$ cat src/rtl/sam_pkg.sv
// Shared definitions for the SRAM arbiter: bus widths, FSM states and
// the grant encoding produced by the arbitration function.
package sam_pkg;

    localparam int SRAM_AW = 19;
    localparam int SRAM_DW = 8;

    typedef enum logic [2:0] {
        IDLE,
        RD_ADDR,
        RD_DATA,
        WR_SETUP,
        WR_PULSE,
        WR_HOLD
    } sam_state_t;

    typedef enum logic [1:0] {
        GNT_NONE,
        GNT_VID,
        GNT_CPU
    } sam_grant_t;

endpackage

$ cat src/rtl/sram_arbiter.sv
// Two-port arbiter sharing one asynchronous byte-wide SRAM between a video
// fetch port and a CPU port. Video has priority but is limited to
// VID_BURST_MAX consecutive grants while the CPU is waiting.
module sram_arbiter
    import sam_pkg::*;
#(
    parameter int VID_BURST_MAX = 4
) (
    input  logic               clk,
    input  logic               rst,

    input  logic               vid_req,
    input  logic [SRAM_AW-1:0] vid_addr,
    output logic               vid_ack,
    output logic [SRAM_DW-1:0] vid_data,

    input  logic               cpu_req,
    input  logic               cpu_we,
    input  logic [SRAM_AW-1:0] cpu_addr,
    input  logic [SRAM_DW-1:0] cpu_din,
    output logic               cpu_ack,
    output logic [SRAM_DW-1:0] cpu_dout,

    output logic [SRAM_AW-1:0] sram_a,
    output logic               sram_we_n,
    output logic [SRAM_DW-1:0] sram_d_out,
    output logic               sram_d_oe,
    input  logic [SRAM_DW-1:0] sram_d_in
);

    localparam int CW = (VID_BURST_MAX < 1) ? 1 : $clog2(VID_BURST_MAX + 1);
    localparam logic [CW-1:0] BURST_LIMIT = CW'(VID_BURST_MAX);

    sam_state_t  state;
    logic        owner_cpu;
    logic [CW-1:0] burst_cnt;

    logic        vid_elig;
    logic        cpu_elig;
    logic        arb_point;
    sam_grant_t  gnt;

    // Video wins contention unless it has used up its burst allowance.
    function automatic sam_grant_t arbitrate(input logic v, input logic c,
                                             input logic burst_full);
        sam_grant_t g;
        g = GNT_NONE;
        if (v && c)
            g = burst_full ? GNT_CPU : GNT_VID;
        else if (v)
            g = GNT_VID;
        else if (c)
            g = GNT_CPU;
        return g;
    endfunction

    // Eligibility and grant decision; a requester whose access completes at
    // this edge is still eligible, since its ack only rises afterwards.
    always_comb begin
        vid_elig  = vid_req && !vid_ack;
        cpu_elig  = cpu_req && !cpu_ack;
        arb_point = (state == IDLE) || (state == RD_DATA) || (state == WR_HOLD);
        gnt       = GNT_NONE;
        if (arb_point)
            gnt = arbitrate(vid_elig, cpu_elig, burst_cnt == BURST_LIMIT);
    end

    // Burst counter: counts video grants made while the CPU waits.
    always_ff @(posedge clk or posedge rst) begin
        if (rst) begin
            burst_cnt <= '0;
        end else if (!cpu_req || gnt == GNT_CPU) begin
            burst_cnt <= '0;
        end else if (gnt == GNT_VID && burst_cnt != BURST_LIMIT) begin
            burst_cnt <= burst_cnt + 1'b1;
        end
    end

    // Access sequencer: state, registered SRAM pins, read data and acks.
    always_ff @(posedge clk or posedge rst) begin
        if (rst) begin
            state      <= IDLE;
            owner_cpu  <= 1'b0;
            sram_a     <= '0;
            sram_we_n  <= 1'b1;
            sram_d_out <= '0;
            sram_d_oe  <= 1'b0;
            vid_ack    <= 1'b0;
            cpu_ack    <= 1'b0;
            vid_data   <= '0;
            cpu_dout   <= '0;
        end else begin
            vid_ack <= 1'b0;
            cpu_ack <= 1'b0;

            case (state)
                RD_ADDR: state <= RD_DATA;
                RD_DATA: begin
                    if (owner_cpu) begin
                        cpu_dout <= sram_d_in;
                        cpu_ack  <= 1'b1;
                    end else begin
                        vid_data <= sram_d_in;
                        vid_ack  <= 1'b1;
                    end
                end
                WR_SETUP: begin
                    sram_we_n <= 1'b0;
                    state     <= WR_PULSE;
                end
                WR_PULSE: begin
                    sram_we_n <= 1'b1;
                    state     <= WR_HOLD;
                end
                WR_HOLD: cpu_ack <= 1'b1;
                default: ;
            endcase

            // Arbitration states launch the next access directly, so
            // back-to-back accesses need no idle cycle.
            if (arb_point) begin
                case (gnt)
                    GNT_VID: begin
                        owner_cpu <= 1'b0;
                        sram_a    <= vid_addr;
                        sram_we_n <= 1'b1;
                        sram_d_oe <= 1'b0;
                        state     <= RD_ADDR;
                    end
                    GNT_CPU: begin
                        owner_cpu <= 1'b1;
                        sram_a    <= cpu_addr;
                        sram_we_n <= 1'b1;
                        if (cpu_we) begin
                            sram_d_out <= cpu_din;
                            sram_d_oe  <= 1'b1;
                            state      <= WR_SETUP;
                        end else begin
                            sram_d_oe  <= 1'b0;
                            state      <= RD_ADDR;
                        end
                    end
                    default: begin
                        sram_d_oe <= 1'b0;
                        state     <= IDLE;
                    end
                endcase
            end
        end
    end

endmodule

$ cat config.mk
export PLATFORM = sky130hd
export DESIGN_NAME = sram_arbiter
export DESIGN_NICKNAME = d
export VERILOG_FILES = /design/src/rtl/sam_pkg.sv /design/src/rtl/sram_arbiter.sv
export SDC_FILE = /design/constraint.sdc
export NUM_CORES = 1
export LEC_CHECK = 0
export ABC_AREA = 1
export CORE_MARGIN = 1.5
export CORE_UTILIZATION = 45
export CTS_BUF_LIST = sky130_fd_sc_hd__clkbuf_4 sky130_fd_sc_hd__clkbuf_8
export CTS_CLUSTER_SIZE = 16
export DETAILED_ROUTE_END_ITERATION = 16
export PLACE_DENSITY = 0.92
export SKIP_LAST_GASP = 1
export SLEW_MARGIN = 20
export SYNTH_ARGS = -nofsm -noshare
export SYNTH_HDL_FRONTEND = slang
export SYNTH_SLANG_ARGS = --single-unit
$ cat constraint.sdc
create_clock -name clk -period 6.01 [get_ports clk]
set_clock_uncertainty 0.15 [all_clocks]
set_input_delay 1.5025 -clock clk [delete_from_list [all_inputs] [get_ports clk]]
set_output_delay 1.5025 -clock clk [all_outputs]
set_load 0.05 [all_outputs]
# Yosys cells after proc, flatten, opt, wreduce, memory -nomap -nowiden
# Index checks and enable logic that the tools add are counted.
dict set report totals {
  register_bits 54
  wordCells 63
  out_inout_bits 47
  inputBits 59
}
dict set report classes {
  n_bitwise 1
  reduce_logical 19
  add_sub_neg 1
  eq_ne 9
  mux 22
}
# operator n
set op_table {}
lappend op_table {{one-hot mux 19 bit (2 select lines)} 1}
lappend op_table {{2-to-1 mux 2 bit} 6}
lappend op_table {{== test 3 bit (second input constant)} 3}
lappend op_table {{2-to-1 mux 3 bit} 3}
lappend op_table {{one-hot mux 3 bit (3 select lines)} 1}
lappend op_table {{2-to-1 mux 1 bit} 7}
lappend op_table {{== test 3 x 2 -> 1 bit (second input constant)} 2}
lappend op_table {{one-hot mux 1 bit (2 select lines)} 3}
lappend op_table {{AND reduction 2 bit} 3}
lappend op_table {{logical AND 1 bit} 4}
lappend op_table {{one-hot mux 2 bit (2 select lines)} 1}
lappend op_table {{nonzero test 2 bit} 2}
lappend op_table {{nonzero test 4 bit} 1}
lappend op_table {{adder 3 x 1 -> 3 bit (second input constant)} 1}
lappend op_table {{== test 3 x 1 -> 1 bit (second input constant)} 1}
lappend op_table {{zero test 1 bit} 3}
lappend op_table {{zero test 3 bit} 1}
lappend op_table {{logical OR 1 bit} 3}
lappend op_table {{!= test 3 bit (second input constant)} 1}
lappend op_table {{AND reduction 3 bit} 1}
lappend op_table {{== test 2 x 1 -> 1 bit (second input constant)} 1}
lappend op_table {{== test 2 bit (second input constant)} 1}
lappend op_table {{OR reduction 2 bit} 1}
lappend op_table {{NOT 1 bit} 1}

# Longest topological paths before layout
dict set report logic_depth {
  ltp_word 10
  depth_mapped 12
  ltp_nobuf 12
}

# Worst setup path after synthesis
# OpenSTA, ideal clock, no wires.
dict set report synth_path {
  path_kind {input to register}
  start {input port vid_req}
  end {register owner_cpu}
  path_stages 8
  setup_ns 0.066
  required_time_ns 5.794
  arrival_time_ns 2.673
  slack_ns 3.122
  path_buffers 1
  cell_sequence {nand2_1 o21ai_0 nor2_4 ha_1 inv_1 clkbuf_1 nand3_1 nand2_1}
}
dict set report synth_via {
  elab_chain_cells 7
  word_cells_on_any_way 10
  cone_classes {eq/ne (2); mux (4); reduce/logical (4)}
}
# element line_no
set synth_rtl {}
lappend synth_rtl {{start: declaration} sram_arbiter.sv:12} ;# input logic vid_req,
lappend synth_rtl {{logical AND 1 bit *} sram_arbiter.sv:60} ;# vid_elig = vid_req && !vid_ack;
lappend synth_rtl {{2-to-1 mux 2 bit or logical AND 1 bit (tied branches)} {sram_arbiter.sv:50, sram_arbiter.sv:48}}
lappend synth_rtl {{2-to-1 mux 2 bit *} sram_arbiter.sv:48} ;# if (v && c)
lappend synth_rtl {{2-to-1 mux 2 bit *} sram_arbiter.sv:64} ;# if (arb_point)
lappend synth_rtl {{== test 2 bit or == test 2 x 1 -> 1 bit (tied branches)} sram_arbiter.sv:122} ;# case (gnt)
lappend synth_rtl {{nonzero test 2 bit (no source line)} n/a}
lappend synth_rtl {{AND reduction 2 bit (no source line)} n/a}
lappend synth_rtl {{end signal: assignment} sram_arbiter.sv:83} ;# owner_cpu <= 1'b0;
lappend synth_rtl {{end signal: assignment} sram_arbiter.sv:124} ;# owner_cpu <= 1'b0;
lappend synth_rtl {{end signal: assignment} sram_arbiter.sv:131} ;# owner_cpu <= 1'b1;
lappend synth_rtl {{end: declaration} sram_arbiter.sv:35} ;# logic owner_cpu;
# Mark *: on every way between the ends. The rest lies on a longest branch, timed or not.
# A chain may end at the register's enable or synchronous reset.

# Worst setup path in the final report
dict set report layout_path {
  start {input port vid_req}
  end {register sram_a[17]}
}
dict set report layout_via {
  elab_chain_cells 7
  word_cells_on_any_way 10
  cone_classes {eq/ne (2); mux (4); reduce/logical (4)}
}
# element line_no
set layout_rtl {}
lappend layout_rtl {{logical AND 1 bit *} sram_arbiter.sv:60}
lappend layout_rtl {{2-to-1 mux 2 bit or logical AND 1 bit (tied branches)} {sram_arbiter.sv:50, sram_arbiter.sv:48}}
lappend layout_rtl {{2-to-1 mux 2 bit *} sram_arbiter.sv:48}
lappend layout_rtl {{2-to-1 mux 2 bit *} sram_arbiter.sv:64}
lappend layout_rtl {{== test 2 bit or == test 2 x 1 -> 1 bit (tied branches)} sram_arbiter.sv:122}
lappend layout_rtl {{nonzero test 2 bit (no source line)} n/a}
lappend layout_rtl {{AND reduction 2 bit (no source line)} n/a}
lappend layout_rtl {{end signal: assignment} sram_arbiter.sv:125} ;# sram_a <= vid_addr;
lappend layout_rtl {{end signal: assignment} sram_arbiter.sv:132} ;# sram_a <= cpu_addr;
lappend layout_rtl {{end: declaration} sram_arbiter.sv:24} ;# output logic [SRAM_AW-1:0] sram_a,
# Marks and branches as above.

==> flow_summary.ini <==
[min_path]
hold_start = sram_a[4]
hold_end = sram_a[4]
hold_path.class = reg2reg
hold_path_depth = 2

[yosys]
synth_ff_type = dfrtp_1
yosysWarningCount = 0
synth-edff-count = 0
async_flop_share = 1.000
netlist_area_um2 = 2571
ys_ff_latch = 54
syn_inst = 312
seq_area_frac_synth = 0.5260
synth.distinct_cells = 22
syn_area_per_cell_um2 = 8.241
synth_nets = 375

[cts]
cts_hold_buffers = 0
cts_tree = yes
cts_max_level = 2
cts.sinks = 54
cts_buffers = 5
post_cts_buffers = 0
clock_latency_ps = 320
clockBufferDepth = 2
path_clk_slew_ps = 90
cts_resized = 0
cts_root_buf = clkbuf_8

[sta]
setup_violations = 0
final.period_utilization = 0.6326
tns_ps = 0
hold-worst-slack_ps = 330.8
fmax_mhz = 263.0
hold_viol = 0
finalMaxSlewViolations = 0
post-route-min-period_ps = 3802
tightest_slew_ps = 896.6
rsz0062_at_grt = no
maxSlewHeadroom = 0.4016

[job]
max-cap-violations = 0

[route]
drt_iter0_drc = 102
wl_met2_mm = 3.024
met1_length_mm = 2.588
antenna_left = 0
first_pass_iters = 4
drc = 0
viasPerCell = 4.800
wl_per_cell_um = 12.43
highest_layer = met4
vias = 2328
drt-total-wl_mm = 6.028
met3_length_um = 359

[placed_design]
dpl_cell_area_um2 = 3623
dp_hpwl_mm = 4.474
numPortBuffers = 105
gp_congestion = 0.7746

[die]
die_area_um2 = 6176
pin_count = 106
coreArea_um2 = 5507
start_util = 0.4669
die_w_um = 78.59
fp.dieH_um = 78.59
row_count = 27

[worst_setup_path]
cp-end-kind = flop
slowest_stage = inv_1
critPathLaunchType = primary input
path_max_fanout = 22
reg2regPathDepth = 12
r2r_start = state[0]
timing.reg2reg.setup_slack_ps = 2840
crit_chain = clkdlybuf4s50_1, nand2_1, o21ai_0, nor2_4, ha_1, inv_1, nand2_2, nand2_1, nand2_1
critical_path_arrival_ps = 3850
crit_top_cell = nand2_1
crit_start = vid_req
reg2reg_to = sram_d_out[2]
crit_type = in2reg
required_ps = 6060
max_stage_delay_ps = 490

[global_route]
grt_pass1_wl_mm = 10.08
grt_pass1_vias = 2191
grt_max_degree = 55
grt_overflow = 0
grt.total_usage = 0.2052
antenna_found_initial = 0

[layout]
layout_common_cells = nand2_1, clkdlybuf4s50_1, dfrtp_1
fin_nets = 475
area_growth_syn_to_layout_pct = 44.77
n_antenna_cell = 0
final_core_util = 0.6760
drive_gt1_frac = 0.06780
fin_area_um2 = 3722

[power]
power_frac_seq = 0.297
clkPwrFrac = 0.102
sw_frac_of_total = 0.5216
combPwrFrac = 0.602
internal_power_mw = 1.014
peakVddDrop_uv = 283.1
power_density_nw_per_um2 = 569.5
p_sw_mw = 1.106
leakage_nw = 1.852
fin_total_pwr_mw = 2.120

[status]
status = finished clean
[synthesized netlist by cell type (3+ instances only)]
cell type / n / area [um^2]
inv_1: 42 / 157.7
clkbuf_1: 4 / 15.01
ha_1: 4 / 50.05
o21ai_2: 8 / 70.07
nand3_1: 36 / 180.2
dfrtp_1: 53 / 1326
nand2_2: 3 / 18.77
o21ai_0: 31 / 155.2
nor2_1: 7 / 26.28
buf_6: 5 / 56.30
nand2_1: 105 / 394.1
[worst max-delay path, delay by kind of cell]
family                   cells  cell delay, ps
buffers and inverters        2             970
AND/OR/NAND/NOR              5             790
AO/OA/AOI/OAI                1             300
adder cells (fa/ha/maj)      1             270
[power by group through the flow]
stage               Combinational, mW  Sequential, mW  Clock [mW]
floorplan                       0.401            1.12           0
global placement                 1.25           0.627           0
detailed placement               1.28           0.634           0
CTS                              1.28           0.631       0.221
global route                     1.37           0.650       0.235
finish                           1.28           0.629       0.216
[registers in the layout (all words and copies together) (netlist names)]
name,flops
burst_cnt,3
cpu_ack,1
cpu_dout,8
owner_cpu,1
sram_a,19
sram_d_oe,1
sram_d_out,8
sram_we_n,1
state,3
vid_ack,1
vid_data,8
[cell families after synthesis]
| logic type | synth area share |
|---|---|
| AO/OA/AOI/OAI | 0.08954 |
| flip-flops | 0.5260 |
| AND/OR/NAND/NOR | 0.2584 |
| buffers and inverters | 0.1032 |
| XOR/XNOR | 0.003407 |
| adder cells (fa/ha/maj) | 0.01947 |
[stage by stage]
stage / setup slack [ps] / cells
floorplan: 3045 / 312
global placement: 1923 / 477
detailed placement: 1878 / 477
CTS: 2197 / 485
global route: 1948 / 485
finish: 2208 / 485
[metal layers]
layer  vias to the layer above  track usage
met5                         -            0
met3                         4      0.04186
met1                      1074       0.2642
li1                       1168            -
met4                         0      0.04821
met2                        82       0.3543
[worst max-delay path by stage]
stage	endpoint	slack, ps
floorplan	burst_cnt[0]	3040
global placement	sram_a[16]	1920
detailed placement	sram_a[3]	1880
CTS	sram_a[3]	2200
global route	sram_d_out[1]	1950
finish	sram_a[17]	2210
[area by class of cell]
type,instances,area [um^2]
tap,72,90.09
inverter,45,170.2
clock buffer,5,68.82
timing repair buffer,106,1059
multi-input combinational,200,953.4
sequential,54,1353
fill,443,1784
clock inverter,3,28.78
Power figures use the tool's default switching activity.
